[src/rtl/wav_dfi_lp_resp_pkg.sv]
`default_nettype none
// ============================================================================
// Module   : wav_dfi_lp_pkg
// Brief    : Shared state type, widths and exit-delay helper for the DFI
//            low-power responder.
// Revision : 1.0 - initial release
// ============================================================================
package wav_dfi_lp_pkg;

    localparam int WAKE_W  = 6;
    localparam int ENTRY_W = 16;

    typedef logic [WAKE_W:0] wake_cnt_t;

    typedef enum logic [2:0] {
        IDLE    = 3'd0,
        RESP    = 3'd1,
        ACK     = 3'd2,
        EXIT    = 3'd3,
        DECLINE = 3'd4
    } lp_state_e;

    // Exit dwell is the wakeup code plus one, clamped to the configured ceiling.
    function automatic wake_cnt_t wake_cycles(input logic [WAKE_W-1:0] code,
                                              input int max_cycles);
        wake_cnt_t w_inc;
        w_inc = {1'b0, code} + wake_cnt_t'(1);
        if (int'(w_inc) > max_cycles) begin
            return wake_cnt_t'(max_cycles);
        end
        return w_inc;
    endfunction

endpackage
`default_nettype wire

[src/rtl/wav_dfi_lp_resp_if.sv]
`default_nettype none
// ============================================================================
// Module   : wav_dfi_lp_resp_if
// Brief    : DFI lp_ctrl / lp_data request-acknowledge handshake bundle.
// Revision : 1.0 - initial release
// ============================================================================
interface wav_dfi_lp_resp_if;

    logic                               lp_ctrl_req;
    logic [wav_dfi_lp_pkg::WAKE_W-1:0]  lp_ctrl_wakeup;
    logic                               lp_ctrl_ack;
    logic                               lp_data_req;
    logic [wav_dfi_lp_pkg::WAKE_W-1:0]  lp_data_wakeup;
    logic                               lp_data_ack;

    modport master (
        output lp_ctrl_req, lp_ctrl_wakeup, lp_data_req, lp_data_wakeup,
        input  lp_ctrl_ack, lp_data_ack
    );

    modport slave (
        input  lp_ctrl_req, lp_ctrl_wakeup, lp_data_req, lp_data_wakeup,
        output lp_ctrl_ack, lp_data_ack
    );

endinterface
`default_nettype wire

[src/rtl/wav_dfi_lp_resp_chan.sv]
`default_nettype none
// ============================================================================
// Module   : wav_dfi_lp_chan
// Brief    : One DFI low-power responder channel: accept/decline FSM with
//            response, exit and timeout counters. Entry counter present when
//            WAV_DFI_LP_STATS_EN is defined.
// Revision : 1.0 - initial release
// ============================================================================
module wav_dfi_lp_chan
    import wav_dfi_lp_pkg::*;
#(
    parameter int ACK_DLY  = 2,
    parameter int TLP_RESP = 8,
    parameter int WAKE_MAX = 31
) (
    input  wire logic               clock,
    input  wire logic               reset,
    input  wire logic               i_req,
    input  wire logic [WAKE_W-1:0]  i_wakeup,
    input  wire logic               i_allow,
    output logic                    o_ack,
    output logic                    o_lp_active,
    output logic [WAKE_W-1:0]       o_wake_code,
    output logic                    o_err
`ifdef WAV_DFI_LP_STATS_EN
    ,
    output logic [ENTRY_W-1:0]      o_entry_cnt
`endif
);

    localparam int c_CNT_W  = (ACK_DLY > 1) ? $clog2(ACK_DLY) : 1;
    localparam int c_TCNT_W = $clog2(TLP_RESP + 1);

    localparam logic [c_CNT_W-1:0]  c_CNT_ONE  = c_CNT_W'(1);
    localparam logic [c_CNT_W-1:0]  c_CNT_LOAD = c_CNT_W'(ACK_DLY - 1);
    localparam logic [c_TCNT_W-1:0] c_TCNT_ONE = c_TCNT_W'(1);
    localparam logic [c_TCNT_W-1:0] c_TLP      = c_TCNT_W'(TLP_RESP);
    localparam logic [c_TCNT_W-1:0] c_TLP_M1   = c_TCNT_W'(TLP_RESP - 1);
    localparam wake_cnt_t           c_ECNT_ONE = wake_cnt_t'(1);

    if (ACK_DLY < 1 || ACK_DLY >= TLP_RESP) begin : g_ack_dly_check
        $error("wav_dfi_lp_chan: ACK_DLY must lie in 1..TLP_RESP-1");
    end

    lp_state_e            r_state,     w_state_nxt;
    logic [c_CNT_W-1:0]   r_cnt,       w_cnt_nxt;
    wake_cnt_t            r_ecnt,      w_ecnt_nxt;
    logic [c_TCNT_W-1:0]  r_tcnt,      w_tcnt_nxt;
    logic [WAKE_W-1:0]    r_wake_code, w_code_nxt;
    logic                 r_err,       w_err_nxt;
    logic                 r_ack;
    logic                 r_lp_active;

    always_ff @(posedge clock or posedge reset) begin
        if (reset) begin
            r_state     <= IDLE;
            r_cnt       <= '0;
            r_ecnt      <= '0;
            r_tcnt      <= '0;
            r_wake_code <= '0;
            r_err       <= 1'b0;
            r_ack       <= 1'b0;
            r_lp_active <= 1'b0;
        end else begin
            r_state     <= w_state_nxt;
            r_cnt       <= w_cnt_nxt;
            r_ecnt      <= w_ecnt_nxt;
            r_tcnt      <= w_tcnt_nxt;
            r_wake_code <= w_code_nxt;
            r_err       <= w_err_nxt;
            r_ack       <= (w_state_nxt == ACK) || (w_state_nxt == EXIT);
            r_lp_active <= (w_state_nxt == ACK);
        end
    end

    // ack is registered from the next state, so RESP dwells ACK_DLY-1 cycles
    // and EXIT dwells exactly the computed exit delay.
    always_comb begin
        w_state_nxt = r_state;
        w_cnt_nxt   = r_cnt;
        w_ecnt_nxt  = r_ecnt;
        w_tcnt_nxt  = r_tcnt;
        w_code_nxt  = r_wake_code;
        w_err_nxt   = r_err;
        case (r_state)
            IDLE: begin
                if (i_req) begin
                    if (i_allow) begin
                        w_code_nxt = i_wakeup;
                        if (ACK_DLY == 1) begin
                            w_state_nxt = ACK;
                        end else begin
                            w_state_nxt = RESP;
                            w_cnt_nxt   = c_CNT_LOAD;
                        end
                    end else begin
                        w_state_nxt = DECLINE;
                        w_tcnt_nxt  = '0;
                    end
                end
            end
            RESP: begin
                if (!i_req) begin
                    w_state_nxt = IDLE;
                end else if (r_cnt <= c_CNT_ONE) begin
                    w_state_nxt = ACK;
                    w_cnt_nxt   = '0;
                end else begin
                    w_cnt_nxt   = r_cnt - c_CNT_ONE;
                end
            end
            ACK: begin
                if (i_req) begin
                    w_code_nxt  = i_wakeup;
                end else begin
                    w_state_nxt = EXIT;
                    w_ecnt_nxt  = wake_cycles(r_wake_code, WAKE_MAX);
                end
            end
            EXIT: begin
                // A new req is deliberately not looked at until IDLE.
                if (r_ecnt <= c_ECNT_ONE) begin
                    w_state_nxt = IDLE;
                    w_ecnt_nxt  = '0;
                end else begin
                    w_ecnt_nxt  = r_ecnt - c_ECNT_ONE;
                end
            end
            DECLINE: begin
                if (!i_req) begin
                    w_state_nxt = IDLE;
                end else begin
                    if (r_tcnt != c_TLP) begin
                        w_tcnt_nxt = r_tcnt + c_TCNT_ONE;
                    end
                    if (r_tcnt >= c_TLP_M1) begin
                        w_err_nxt  = 1'b1;
                    end
                end
            end
            default: begin
                w_state_nxt = IDLE;
            end
        endcase
    end

    assign o_ack       = r_ack;
    assign o_lp_active = r_lp_active;
    assign o_wake_code = r_wake_code;
    assign o_err       = r_err;

`ifdef WAV_DFI_LP_STATS_EN
    logic               w_entry;
    logic [ENTRY_W-1:0] r_entry_cnt;

    assign w_entry = (w_state_nxt == ACK) && (r_state != ACK);

    always_ff @(posedge clock or posedge reset) begin
        if (reset) begin
            r_entry_cnt <= '0;
        end else if (w_entry && (r_entry_cnt != '1)) begin
            r_entry_cnt <= r_entry_cnt + ENTRY_W'(1);
        end
    end

    assign o_entry_cnt = r_entry_cnt;
`endif

endmodule
`default_nettype wire

[src/rtl/wav_dfi_lp_resp.sv]
`default_nettype none
// ============================================================================
// Module   : wav_dfi_lp_resp
// Brief    : PHY-side DFI low-power responder, independent ctrl and data
//            channels. Define WAV_DFI_LP_STATS_EN for per-channel entry counts.
// Revision : 1.0 - initial release
// ============================================================================
module wav_dfi_lp_resp
    import wav_dfi_lp_pkg::*;
#(
    parameter int ACK_DLY  = 2,
    parameter int TLP_RESP = 8,
    parameter int WAKE_MAX = 31
) (
    input  wire logic               clock,
    input  wire logic               reset,
    wav_dfi_lp_resp_if.slave        dfi,
    input  wire logic               ctrl_allow,
    input  wire logic               data_allow,
    output logic                    ctrl_lp_active,
    output logic                    data_lp_active,
    output logic [WAKE_W-1:0]       ctrl_wake_code,
    output logic [WAKE_W-1:0]       data_wake_code,
    output logic [1:0]              lp_err
`ifdef WAV_DFI_LP_STATS_EN
    ,
    output logic [ENTRY_W-1:0]      ctrl_entry_cnt,
    output logic [ENTRY_W-1:0]      data_entry_cnt
`endif
);

    logic w_ctrl_err;
    logic w_data_err;

    wav_dfi_lp_chan #(
        .ACK_DLY  (ACK_DLY),
        .TLP_RESP (TLP_RESP),
        .WAKE_MAX (WAKE_MAX)
    ) u_ctrl (
        .clock       (clock),
        .reset       (reset),
        .i_req       (dfi.lp_ctrl_req),
        .i_wakeup    (dfi.lp_ctrl_wakeup),
        .i_allow     (ctrl_allow),
        .o_ack       (dfi.lp_ctrl_ack),
        .o_lp_active (ctrl_lp_active),
        .o_wake_code (ctrl_wake_code),
        .o_err       (w_ctrl_err)
`ifdef WAV_DFI_LP_STATS_EN
        ,
        .o_entry_cnt (ctrl_entry_cnt)
`endif
    );

    wav_dfi_lp_chan #(
        .ACK_DLY  (ACK_DLY),
        .TLP_RESP (TLP_RESP),
        .WAKE_MAX (WAKE_MAX)
    ) u_data (
        .clock       (clock),
        .reset       (reset),
        .i_req       (dfi.lp_data_req),
        .i_wakeup    (dfi.lp_data_wakeup),
        .i_allow     (data_allow),
        .o_ack       (dfi.lp_data_ack),
        .o_lp_active (data_lp_active),
        .o_wake_code (data_wake_code),
        .o_err       (w_data_err)
`ifdef WAV_DFI_LP_STATS_EN
        ,
        .o_entry_cnt (data_entry_cnt)
`endif
    );

    assign lp_err = {w_data_err, w_ctrl_err};

endmodule
`default_nettype wire

[src/flat_wrapper.sv]
// flat-port wrapper written by rule: the top's interface ports become plain ports
module wav_dfi_lp_resp_flat import wav_dfi_lp_pkg::*;
#(
    parameter int ACK_DLY  = 2,
    parameter int TLP_RESP = 8,
    parameter int WAKE_MAX = 31
)
  (clock, reset, ctrl_allow, data_allow, ctrl_lp_active, data_lp_active, ctrl_wake_code, data_wake_code, lp_err, dfi_lp_ctrl_req, dfi_lp_ctrl_wakeup, dfi_lp_data_req, dfi_lp_data_wakeup, dfi_lp_ctrl_ack, dfi_lp_data_ack);
  wav_dfi_lp_resp_if dfi_i ();
  input  wire logic clock;
  input  wire logic reset;
  input  wire logic ctrl_allow;
  input  wire logic data_allow;
  output logic ctrl_lp_active;
  output logic data_lp_active;
  output logic [WAKE_W-1:0] ctrl_wake_code;
  output logic [WAKE_W-1:0] data_wake_code;
  output logic [1:0] lp_err;
  input wire logic [$bits(dfi_i.lp_ctrl_req)-1:0] dfi_lp_ctrl_req;
  input wire logic [$bits(dfi_i.lp_ctrl_wakeup)-1:0] dfi_lp_ctrl_wakeup;
  input wire logic [$bits(dfi_i.lp_data_req)-1:0] dfi_lp_data_req;
  input wire logic [$bits(dfi_i.lp_data_wakeup)-1:0] dfi_lp_data_wakeup;
  output wire logic [$bits(dfi_i.lp_ctrl_ack)-1:0] dfi_lp_ctrl_ack;
  output wire logic [$bits(dfi_i.lp_data_ack)-1:0] dfi_lp_data_ack;
  assign dfi_i.lp_ctrl_req = dfi_lp_ctrl_req;
  assign dfi_i.lp_ctrl_wakeup = dfi_lp_ctrl_wakeup;
  assign dfi_i.lp_data_req = dfi_lp_data_req;
  assign dfi_i.lp_data_wakeup = dfi_lp_data_wakeup;
  assign dfi_lp_ctrl_ack = dfi_i.lp_ctrl_ack;
  assign dfi_lp_data_ack = dfi_i.lp_data_ack;
  wav_dfi_lp_resp #(.ACK_DLY(ACK_DLY), .TLP_RESP(TLP_RESP), .WAKE_MAX(WAKE_MAX)) u_core (.clock(clock), .reset(reset), .dfi(dfi_i), .ctrl_allow(ctrl_allow), .data_allow(data_allow), .ctrl_lp_active(ctrl_lp_active), .data_lp_active(data_lp_active), .ctrl_wake_code(ctrl_wake_code), .data_wake_code(data_wake_code), .lp_err(lp_err));
endmodule
[config.mk]
export PLATFORM = sky130hd
export DESIGN_NAME = wav_dfi_lp_resp_flat
export DESIGN_NICKNAME = d
export VERILOG_FILES = /design/src/rtl/wav_dfi_lp_resp_pkg.sv /design/src/rtl/wav_dfi_lp_resp_if.sv /design/src/rtl/wav_dfi_lp_resp_chan.sv /design/src/rtl/wav_dfi_lp_resp.sv /design/src/flat_wrapper.sv
export SDC_FILE = /design/constraint.sdc
export NUM_CORES = 1
export LEC_CHECK = 0
export CAP_MARGIN = 15
export CORE_ASPECT_RATIO = 2
export CORE_MARGIN = 2
export CORE_UTILIZATION = 40
export CTS_CLUSTER_DIAMETER = 120
export DETAILED_ROUTE_END_ITERATION = 16
export GPL_TIMING_DRIVEN = 0
export HOLD_SLACK_MARGIN = 0.08
export SYNTH_ARGS = -nofsm -noshare
export SYNTH_HDL_FRONTEND = slang
export SYNTH_SLANG_ARGS = --single-unit
[constraint.sdc]
create_clock -name clock -period 1.7 [get_ports clock]
set_input_delay 0.17 -clock clock [delete_from_list [all_inputs] [get_ports clock]]
set_output_delay 0.17 -clock clock [all_outputs]
set_load 0.01 [all_outputs]
# Yosys cells after proc, flatten, opt, wreduce, memory -nomap -nowiden

Index checks and enable logic that the tools add are counted.

$add $sub $neg: 8
Magnitude comparators: 8
Equal/unequal tests: 30
Muxes and demuxes: 60
Reduce and logical (&&, ||, !) cells: 22

Operators with widths:

| operator            | number |
|---|---|
| $mux 7              | 8 |
| $mux 3              | 14 |
| $mux 6              | 6 |
| $mux 4              | 8 |
| $ne 2x2->1 const B  | 16 |
| $pmux 3 s5          | 2 |
| $pmux 7 s2          | 2 |
| $eq 3x2->1 const B  | 8 |
| $pmux 6 s2          | 2 |
| $pmux 4 s2          | 2 |
| $reduce_and 4->1    | 4 |
| $reduce_bool 2->1   | 8 |
| $add 6x1->7 const B | 2 |
| $gt 7x5->1 const B  | 2 |
| $le 7x1->1 const B  | 2 |
| $mux 1              | 14 |
| $sub 7x1->7 const B | 2 |
| $reduce_and 5->1    | 2 |
| $add 4x1->4 const B | 2 |
| $ge 4x3->1 const B  | 2 |
| $ne 4x4->1 const B  | 2 |
| $eq 3x1->1 const B  | 2 |
| $eq 3x3->1 const B  | 2 |
| $logic_not 3->1     | 2 |
| other kinds (6)     | 12 |

Flip-flop bits (word level): 48
Input port bits: 18
Output and inout port bits: 18

# Depth between registers and ports, before layout

Depth after elaboration: 8
Gate-level depth with buffers: 7
Depth with buffers taken out: 6

# Hierarchy

A second synthesis with hierarchy kept.

Cell total of the unflattened synthesis: 300
Area, all modules: 2847.7 µm²

Modules (own cells, without submodules):

| module                          | times used | cells each | area each (µm²) |
|---|---|---|---|
| wav_dfi_lp_chan (u_core.u_data) | 1          | 146        | 1460.2 |
| wav_dfi_lp_chan (u_core.u_ctrl) | 1          | 152        | 1372.6 |
| wav_dfi_lp_resp                 | 1          | 2          | 15.0 |

# Least setup slack after synthesis

Ideal clock, no wire load.

Path type: register to register
From: reg u_core.u_ctrl.r_ecnt[4]
To: reg u_core.u_ctrl.r_ecnt[2]
Arrival: 1679 ps
Required time: 1576 ps
Path slack: -103 ps
Stages on the path, launching flop included: 5
Path buffers: 0
Period minus slack after synthesis: 1803 ps
Cell sequence: dfrtp_1 or4_4 o311ai_4 o21bai_2 a211o_1

Cells in the longest elaborated chain, start to end: 3

RTL lines:

| element                | RTL line                    | text |
|---|---|---|
| from (decl)            | wav_dfi_lp_resp_chan.sv:47  | `wake_cnt_t r_ecnt, w_ecnt_nxt;` |
| from (signal assigned) | wav_dfi_lp_resp_chan.sv:67  | `r_ecnt <= w_ecnt_nxt;` |
| $le 7x1->1             | wav_dfi_lp_resp_chan.sv:122 | `if (r_ecnt <= c_ECNT_ONE) begin` |
| $mux 7                 | wav_dfi_lp_resp_chan.sv:122 |  |
| $pmux 7 s2             | wav_dfi_lp_resp_chan.sv:85  | `case (r_state)` |

Every way passes these cells.
A chain may end at the register's enable or synchronous reset.

# Worst setup path after layout

From: reg u_core.u_ctrl.r_ecnt[5]
To: reg u_core.u_ctrl.r_ecnt[2]

Same word-level chain as after synthesis.

==> impl_metrics.py <==
metrics = {
    "cells_and_area": {
        "syn2layout_area_growth_pct": 33.77,
        "final_common_cell": "dfrtp_1",
        "utilization_pct": 54.84,
        "layout_common_cells": "39 x dfrtp_1, 34 x clkdlybuf4s50_1, 17 x inv_1, 17 x o21ai_0, 15 x nor2_1",
        "insertedDiodeCount": 0,
        "nets": 354,
        "drive_above_1_share_pct": 22.15,
    },
    "global_route": {
        "grt_pass1_vias": 2111,
        "grt_pass1_wl_um": 9687,
        "grt_max_degree": 35,
        "grtUsageTotal_pct": 17.04,
        "antenna_found_initial": 0,
        "globalRouteOverflowTotal": 0,
    },
    "worst_setup_path": {
        "path_cells": "or4_4, o311ai_4, buf_6, o21bai_2, a211o_1",
        "slowest_delay_ns": 0.57,
        "cp.arrival_ns": 2.00,
        "path_class": "reg -> reg",
        "cp_slowest_cell": "or4_4",
        "cp_max_fo": 3,
        "end_kind": "register",
        "required_ns": 1.88,
        "cp-start-kind": "register",
    },
    "power": {
        "p_per_area_nw_per_um2": 674.5,
        "pwr-share-seq_pct": 46.9,
        "p_sw_w": 0.0005151,
        "pwr-share-comb_pct": 7.2,
        "finalPower_w": 0.002410,
        "ir_drop_mv": 0.5327,
        "p_int_w": 0.001895,
        "switching_share_pct": 21.37,
        "p_leak_nw": 1.526,
        "pwr-share-clk_pct": 45.9,
    },
    "placement": {
        "gp_congestion": 0.8157,
        "portBuffers": 34,
        "hpwl_um": 3999,
    },
    "synthesis": {
        "synth_area_um2": 2671,
        "ys_ff_latch": 46,
        "yosysUniqueCellTypes": 57,
        "synth-edff-count": 0,
        "async_reset_ff_share_pct": 100.0,
        "yosysWarningCount": 0,
        "seq_area_frac_synth_pct": 43.09,
        "synth_nets": 301,
        "syn_area_per_cell_um2": 9.857,
        "syn_inst": 271,
        "synthFlopType": "dfrtp_1",
    },
    "floorplanning": {
        "rows": 42,
        "io_pins": 36,
        "die_w_um": 61.79,
        "die-area_um2": 7388,
        "die_height_um": 119.6,
        "core-area_um2": 6516,
        "start_util_pct": 40.99,
    },
    "worst_hold_path": {
        "holdCritPathClass": "in -> async",
    },
    "route": {
        "drt_iter0_markers": 132,
        "num_vias": 2240,
        "drtPass1Iterations": 4,
        "drt_wl_total_um": 5860,
        "vias_per_cell": 5.424,
        "ant_nets": 0,
        "drc": 0,
        "wl_per_cell_um": 14.19,
    },
    "timing": {
        "timing.final.crit_share_pct": 107.4,
        "slew_headroom_pct": 67.06,
        "period_needed_ns": 1.825,
        "rsz0062_at_grt": "yes",
        "hold_viol_final": 0,
        "skew_ns": 0.004614,
        "worst_slack_ns": -0.1251,
        "tightest_slew_ns": 0.4928,
        "slew_viol_final": 0,
        "clock.fmax_mhz": 547.9,
        "setup_violations": 5,
    },
    "outcome": {
        "violations": "negative setup slack",
        "status": "finished, violations left",
    },
    "clocking": {
        "clk_latency_ns": 0.29,
        "clk_pin_slew_ns": 0.06,
        "cts_buffers": 5,
        "clockBufferDepth": 2,
        "cts_tree": "yes",
        "root_buffer": "clkbuf_16",
        "cts_sinks": 46,
        "cts.htree.levels": 2,
    },
    "job": {
        "max-cap-violations": 0,
    },
}
-- synthesized netlist by cell type, types with 8 or more instances --
library cell	count	area, um2
dfrtp_1	46	1151
inv_1	19	71.32
o21ai_0	19	95.09
nor2_1	18	67.56
nand2_1	13	48.80
a21oi_1	12	60.06
ha_1	12	150.1
mux2_2	9	101.4
clkbuf_1	8	30.03
-- power by group through the flow --
| stage | logic (W) | clock network [W] | registers [W] |
|---|---|---|---|
| after floorplan | 0.0000648 | 0 | 0.00115 |
| after global placement | 0.000151 | 0 | 0.00115 |
| after detailed placement | 0.000159 | 0 | 0.00115 |
| after CTS | 0.000167 | 0.00114 | 0.00113 |
| after global routing | 0.000193 | 0.00119 | 0.00113 |
| final | 0.000173 | 0.00111 | 0.00113 |
-- what timing repair did --
action,in CTS,in global routing
hold buffers,0,0
hold endpoints to repair,0,0
gates resized for setup,15,24
setup buffers,8,7
pin swaps,6,5
setup endpoints to repair,24,26
-- per-layer routing --
layer	global-route usage, %	share of wire [%]	vias up
met5	0	0	-
met4	6.383	2.1	0
met3	3.341	3.5	11
met2	26.45	48	52
met1	22.94	46	1076
li1	-	-	1101
-- critical path, delay by kind of cell (launching register included) --
kind	cells	cell delay, ns
simple gates	1	0.57
flops	1	0.38
buf+inv	1	0.16
compound gates	3	0.60
-- flip-flops by register name, indices dropped and copies added (netlist names) --
signal and count:
u_core.u_data.r_ecnt 7, u_core.u_ctrl.o_err 1, u_core.u_data.o_lp_active 1, u_core.u_data.o_ack 1, u_core.u_ctrl.r_tcnt 4, u_core.u_ctrl.r_state 3, u_core.u_data.r_state 3, u_core.u_ctrl.o_wake_code 6
u_core.u_data.o_err 1, u_core.u_ctrl.r_ecnt 7, u_core.u_ctrl.o_ack 1, u_core.u_ctrl.o_lp_active 1, u_core.u_data.r_tcnt 4, u_core.u_data.o_wake_code 6
-- final cells by class --
type,count,area [um2]
tap,88,110.1
timing repair buffer,50,488.0
inverter,19,71.32
buffer,6,32.53
multi-input combinational,196,1545
sequential,46,1160
fill,630,2943
clock inverter,2,37.54
clock buffer,6,128.9
-- final timing paths --
kind                                          from                           end  slack (ns)  depth (start not counted)
setup / recovery           u_core.u_ctrl.r_ecnt[5]       u_core.u_ctrl.r_ecnt[2]       -0.13                          5
hold / removal                               reset       u_core.u_ctrl.r_ecnt[1]        0.16                          2
setup reg to reg           u_core.u_ctrl.r_ecnt[5]       u_core.u_ctrl.r_ecnt[2]       -0.13                          5
hold reg to reg                u_core.u_data.o_err           u_core.u_data.o_err        0.47                          1
max in group asynchronous                    reset  u_core.u_data.o_wake_code[2]        1.05                          3
min in group clock                 dfi_lp_data_req     u_core.u_data.o_lp_active        0.31                          2
-- stage by stage --
stage | cells | TNS [ns] | worst slack [ns] | instance area (um2) | hold slack [ns]
floorplan | 271 | -0.07440 | -0.04342 | 2684 | 0.2867
global placement | 393 | -28.12 | -0.6860 | 3134 | 0.4467
detailed placement | 394 | -3.455 | -0.2777 | 3154 | 0.4498
CTS | 409 | -0.4956 | -0.1387 | 3445 | 0.1719
global route | 413 | -0.7152 | -0.1870 | 3573 | 0.2011
finish | 413 | -0.4299 | -0.1251 | 3573 | 0.1642
-- kinds of logic (layout without fill, tap and decap cells) --
group                    Yosys count  after routing  synth area share (%)
AND/OR/NAND/NOR                   89             89                 19.11
AO/OA/AOI/OAI                     74             74                 19.86
flip-flops                        46             46                 43.09
buffers and inverters             29             83                 4.356
XOR/XNOR                           7              7                 2.295
adder cells (fa/ha/maj)           12             12                 5.620
multiplexers                      14             14                 5.668
(Power assumes the default switching activity.)
